$ cat config.mk
export PLATFORM = sky130hd
export DESIGN_NAME = distram_rw_arbiter
export DESIGN_NICKNAME = d
export VERILOG_FILES = /design/src/rtl/distram_rw_arbiter.sv
export SDC_FILE = /design/constraint.sdc
export NUM_CORES = 1
export LEC_CHECK = 0
export ABC_AREA = 0
export BUFFER_PORTS_ARGS = -buffer_cell sky130_fd_sc_hd__buf_2
export CAP_MARGIN = 20
export CELL_PAD_IN_SITES_DETAIL_PLACEMENT = 0
export CELL_PAD_IN_SITES_GLOBAL_PLACEMENT = 1
export CORE_MARGIN = 1
export CORE_UTILIZATION = 27
export CTS_CLUSTER_SIZE = 20
export DETAILED_ROUTE_END_ITERATION = 7
export HOLD_SLACK_MARGIN = 0.05
export PLACE_DENSITY = 0.86
export SYNTH_ARGS = -nofsm -noshare
export SYNTH_HDL_FRONTEND = slang
export SYNTH_SLANG_ARGS = --single-unit
$ cat constraint.sdc
create_clock -name CLK -period 2.25 [get_ports CLK]
set_input_delay 0 -clock CLK [delete_from_list [all_inputs] [get_ports CLK]]
set_output_delay 0 -clock CLK [all_outputs]
set_load 0.02 [all_outputs]
$ cat src/rtl/distram_rw_arbiter.sv
// Round-robin read/write port arbiter in front of a 1R1W distributed RAM, with a post-reset init sweep.
// Optional define DISTRAM_ARB_WR_BYPASS_EN forwards same-cycle write data to a colliding read response.
module distram_rw_arbiter #(
  parameter int                     OUTER_WIDTH = 32,
  parameter int                     INNER_WIDTH = 32,
  parameter int                     N_RREQ      = 4,
  parameter int                     N_WREQ      = 2,
  parameter logic [INNER_WIDTH-1:0] INIT_VALUE  = '0,
  localparam int                    IDX_W       = $clog2(OUTER_WIDTH),
  localparam int                    RID_W       = (N_RREQ > 1) ? $clog2(N_RREQ) : 1
) (
  input  logic                            CLK,
  input  logic                            RST,
  input  logic [N_RREQ-1:0]               rreq_valid,
  input  logic [N_RREQ*IDX_W-1:0]         rreq_index,
  output logic [N_RREQ-1:0]               rreq_ready,
  output logic                            rresp_valid,
  output logic [RID_W-1:0]                rresp_id,
  output logic [INNER_WIDTH-1:0]          rresp_data,
  input  logic [N_WREQ-1:0]               wreq_valid,
  input  logic [N_WREQ*IDX_W-1:0]         wreq_index,
  input  logic [N_WREQ*INNER_WIDTH-1:0]   wreq_data,
  output logic [N_WREQ-1:0]               wreq_ready,
  output logic [IDX_W-1:0]                rindex,
  input  logic [INNER_WIDTH-1:0]          rdata,
  output logic                            wen,
  output logic [IDX_W-1:0]                windex,
  output logic [INNER_WIDTH-1:0]          wdata,
  output logic                            init_done
);

  localparam int WID_W = (N_WREQ > 1) ? $clog2(N_WREQ) : 1;

  typedef enum logic {S_INIT, S_RUN} state_t;

  state_t                 r_state;
  state_t                 w_state_nxt;
  logic [IDX_W-1:0]       r_init_cnt;
  logic [RID_W-1:0]       r_rptr;
  logic [WID_W-1:0]       r_wptr;

  logic                   w_rany;
  logic [RID_W-1:0]       w_rid;
  logic                   w_wany;
  logic [WID_W-1:0]       w_wid;
  logic                   w_rd_fire;
  logic                   w_wr_fire;
  logic [INNER_WIDTH-1:0] w_rresp_d;

  function automatic logic [RID_W-1:0] rslot(input logic [RID_W-1:0] ptr, input int off);
    int s;
    s = (int'(ptr) + off) % N_RREQ;
    return s[RID_W-1:0];
  endfunction

  function automatic logic [WID_W-1:0] wslot(input logic [WID_W-1:0] ptr, input int off);
    int s;
    s = (int'(ptr) + off) % N_WREQ;
    return s[WID_W-1:0];
  endfunction

  // Search starts at the pointer and wraps; first valid requester wins.
  always_comb begin
    w_rany = 1'b0;
    w_rid  = '0;
    for (int off = 0; off < N_RREQ; off++) begin
      if (!w_rany && rreq_valid[rslot(r_rptr, off)]) begin
        w_rany = 1'b1;
        w_rid  = rslot(r_rptr, off);
      end
    end
  end

  always_comb begin
    w_wany = 1'b0;
    w_wid  = '0;
    for (int off = 0; off < N_WREQ; off++) begin
      if (!w_wany && wreq_valid[wslot(r_wptr, off)]) begin
        w_wany = 1'b1;
        w_wid  = wslot(r_wptr, off);
      end
    end
  end

  always_comb begin
    w_state_nxt = r_state;
    rreq_ready  = '0;
    wreq_ready  = '0;
    rindex      = '0;
    wen         = 1'b0;
    windex      = '0;
    wdata       = '0;
    w_rd_fire   = 1'b0;
    w_wr_fire   = 1'b0;
    if (!RST) begin
      case (r_state)
        S_INIT: begin
          wen    = 1'b1;
          windex = r_init_cnt;
          wdata  = INIT_VALUE;
          if (r_init_cnt == IDX_W'(OUTER_WIDTH - 1)) w_state_nxt = S_RUN;
        end
        S_RUN: begin
          if (w_rany) begin
            rreq_ready[w_rid] = 1'b1;
            rindex            = rreq_index[w_rid*IDX_W +: IDX_W];
            w_rd_fire         = 1'b1;
          end
          if (w_wany) begin
            wreq_ready[w_wid] = 1'b1;
            wen               = 1'b1;
            windex            = wreq_index[w_wid*IDX_W +: IDX_W];
            wdata             = wreq_data[w_wid*INNER_WIDTH +: INNER_WIDTH];
            w_wr_fire         = 1'b1;
          end
        end
        default: w_state_nxt = S_INIT;
      endcase
    end
  end

`ifdef DISTRAM_ARB_WR_BYPASS_EN
  assign w_rresp_d = (w_wr_fire && (windex == rindex)) ? wdata : rdata;
`else
  assign w_rresp_d = rdata;
`endif

  always_ff @(posedge CLK) begin
    if (RST) begin
      r_state     <= S_INIT;
      r_init_cnt  <= '0;
      r_rptr      <= '0;
      r_wptr      <= '0;
      rresp_valid <= 1'b0;
      rresp_id    <= '0;
      rresp_data  <= '0;
      init_done   <= 1'b0;
    end else begin
      r_state     <= w_state_nxt;
      init_done   <= (w_state_nxt == S_RUN);
      rresp_valid <= w_rd_fire;
      if (r_state == S_INIT) r_init_cnt <= r_init_cnt + 1'b1;
      if (w_rd_fire) begin
        rresp_id   <= w_rid;
        rresp_data <= w_rresp_d;
        r_rptr     <= (w_rid == RID_W'(N_RREQ - 1)) ? '0 : w_rid + 1'b1;
      end
      if (w_wr_fire) r_wptr <= (w_wid == WID_W'(N_WREQ - 1)) ? '0 : w_wid + 1'b1;
    end
  end

endmodule

==> key figures <==
Critical path
  – CP Max Fanout: 6
  – Crit path arrival time: 2.02 ns
  – Cells on worst reg2reg path: 6
  – Critical Path Slowest Stage Cell: dfxtp_1
  – Flop-to-flop setup slack: 0.62 ns
  – Worst R2R End: r_rptr[1]
  – R2R Path Start: r_rptr[1]
  – Cell family with most CP delay: flip-flops
  – Critical Path RT: 2.25 ns
  – Worst Path Buf+Inv: 2
  – Critical-path cell list: mux2i_1, nor2_2, nor3_4, inv_2, mux2i_1, a211oi_2, buf_2
  – Crit end category: primary output
  – Critical path origin: r_rptr[1]
  – Critical Path Start Type: register
  – CP peak stage delay: 0.42 ns
  – Crit path kind: reg2out
  – Crit path top cell by count: mux2i_1

Routing
  – DRT iter0 DRCs: 56
  – DR WL/cell: approximately 14 µm
  – TritonRoute pass-1 iters: 4
  – Post-Route WL: 8850 µm
  – Via count: between 3000 and 4000
  – Vias/cell: between 4 and 5
  – DRC: 0
  – Routed Antenna Nets: 0

Global route
  – Vias in the first global route: 2971
  – Total track usage: 18.2%
  – Largest net degree at the start of global routing: 67
  – Initial antenna violation count: 1
  – First-pass GRT wire length: 14100 µm
  – Gr ovfl total: 0

Power and ir drop
  – Leakage: 0.00203 µW
  – PD cells: between 400 and 500 nW/µm²
  – Peak VDD IR: 0.244 mV

Logic synthesis
  – Synth unique cells: 39
  – Syn_nets: 433
  – Synthesis-stage register bit count: 44
  – EDFF count, synth: 0
  – Register area share after synthesis: 35.8%
  – Synthesized area per cell: about 8.4 µm²
  – Synth cell count leaders: dfxtp_1 (44), nand2_1 (39), o21ai_0 (37), nand2b_1 (35), a22o_1 (32)
  – Most numerous cell in the Yosys netlist: dfxtp_1
  – Synth top area share: 35.8%
  – Syn Inst Count: 293
  – Async SR Flop Fraction: 0%
  – Synth warn: 0
  – Top FF cell, synth: dfxtp_1
  – Syn Std Cell Area: 2460 µm²
  – Area leader, netlist: dfxtp_1
  – Synth top area cells: dfxtp_1 (36%), a22o_1 (11%), nand2b_1 (8.9%), o21ai_0 (7.5%), nand2_1 (5.9%)

Placed design
  – Placed cell count: 600
  – Routability Congestion: 0.812
  – Dpl hpwl: 6560 µm
  – IO buf count: 218
  – Placement Setup Slack: between 0.5 and 0.6 ns
  – DP Area: 3610 µm²

Clocking
  – Clock sink count: 44
  – CTS tree: done
  – Clock Latency Late Sink: 0.29 ns
  – Post-CTS sizing: 0
  – CTS clk-pin slew, worst paths: approximately 0.080 ns
  – Hold-fix buffers, CTS: 34
  – Num CTS Buffers: 5
  – # Post-CTS Setup Buffers: 0
  – Root Buffer: clkbuf_8
  – H-Tree Depth: 2
  – Clock Path Buffers: 2

Timing
  – Unrepaired setup endpoints after global routing: false
  – Period minus WS final: 2.02 ns
  – Final WS setup: roughly 0.23 ns
  – Rel. slew slack: roughly 70%
  – Clk_skew: 0.00462 ns
  – Max Freq: 495 MHz
  – Pins Over Slew Limit: 0
  – Setup violators final: 0
  – Final hold violation count: 0
  – Tcrit/Tclk final: 89.8%
  – Sum Neg Setup Slack: 0 ns
  – Worst Max-Slew Pin Slew: 0.455 ns

Final layout
  – Layout net count: between 600 and 700
  – Area grow syn2layout: 64.5%
  – Layout cells sized above 1: 45.1%
  – Core Util, Final: 46.2%
  – Post-route insts no fill: 641
  – Final instance area: 4050 µm²

Floorplan
  – Core area: between 8000 and 9000 µm²
  – Chip Width: 97.5 µm
  – Initial Utilization: 28.1%
  – Core Rows: 34
  – Io pins: roughly 220
  – Die area: 9500 µm²
  – Die height: roughly 97 µm

Hold path
  – Hold path endpoint: r_state
  – HP Start: RST
  – Hold depth: 3
  – HP Class: in2reg

Job
  – Maxcap violations: 0

Status
  – Status: finished clean
==> sequential cells by signal, summed over array words and instances, names as in the netlist <==
| signal | cells |
|---|---|
| r_rptr | 2 |
| r_state | 1 |
| r_wptr | 1 |
| rresp_valid | 1 |
| r_init_cnt | 5 |
| rresp_id | 2 |
| rresp_data | 32 |
==> per-stage QoR <==
step                      hold WS, ns  total power [µW]
after floorplan                 0.109               885
after detailed placement        0.200              1030
after global routing            0.284              1720
final                           0.249              1630
after CTS                       0.259              1660
after global placement          0.193              1020
==> per-layer routing <==
layer  vias up  global-route usage, %  wire [µm]
met5         -                      0          0
met4         0                   4.07        103
met3         7                   3.88        539
met2       123                   36.8       4890
met1      1373                   18.8       3310
li1       1501                      -          -
==> power by group <==
group	internal, µW	switching, µW	leakage (µW)
Sequential	783	5.30	0.000355
Combinational	161	102	0.00162
Clock	319	259	0.0000501
==> worst register-to-register path: cells and delay by family (launching register included) <==
kind                     cells  cell delay (ns)
AO/OA/AOI/OAI                4             0.71
flip-flops                   1             0.42
adder cells (fa/ha/maj)      1             0.32
AND/OR/NAND/NOR              1             0.05
==> logic make-up (layout without fill, tap and decap cells) <==
family	count (synthesis)	count (layout)	share of synthesized area (%)
buf+inv	30	269	6.76
fa+ha+maj	6	6	3.05
mux	13	13	5.29
simple gates	104	104	21.8
other cells	0	1	0
compound gates	93	93	26.3
flops	44	44	35.8
xor+xnor	3	3	1.07
==> layout by cell type (no fill, tap or decap), types with 2 or more instances in the layout <==
| cell | n |
|---|---|
| a22o_1 | 32 |
| a21oi_1 | 4 |
| nand2_1 | 39 |
| mux2i_1 | 13 |
| o22ai_1 | 4 |
| a211oi_1 | 5 |
| nor2b_2 | 2 |
| buf_2 | 218 |
| ha_1 | 6 |
| dfxtp_1 | 44 |
| buf_4 | 4 |
| a22oi_1 | 3 |
| o21ai_0 | 37 |
| xor2_1 | 2 |
| and2_1 | 4 |
| nor2_1 | 12 |
| dlygate4sd3_1 | 34 |
| inv_1 | 5 |
| clkbuf_8 | 5 |
| nor2b_1 | 2 |
| nand2b_1 | 35 |
==> final cells by class <==
class                           count  area [µm²]
Inverter                            6        22.5
Sequential cell                    44         881
Fill cell                         861        4720
Multi-Input combinational cell    219        1430
Antenna cell                        1        2.50
Clock inverter                      1        30.0
Tap cell                          108         135
Clock buffer                        5        68.8
Timing Repair Buffer              257        1480
==> how the worst max path moves through the flow <==
| stage | to | slack [ns] | cells past startpoint |
|---|---|---|---|
| finish | rindex[1] | 0.23 | 7 |
| floorplan | rindex[1] | 0.71 | 6 |
| global placement | rindex[1] | 0.65 | 7 |
| global route | rindex[1] | 0.06 | 7 |
| CTS | rindex[1] | 0.22 | 7 |
| detailed placement | rindex[1] | 0.54 | 7 |
Power figures use the tool's default switching activity.
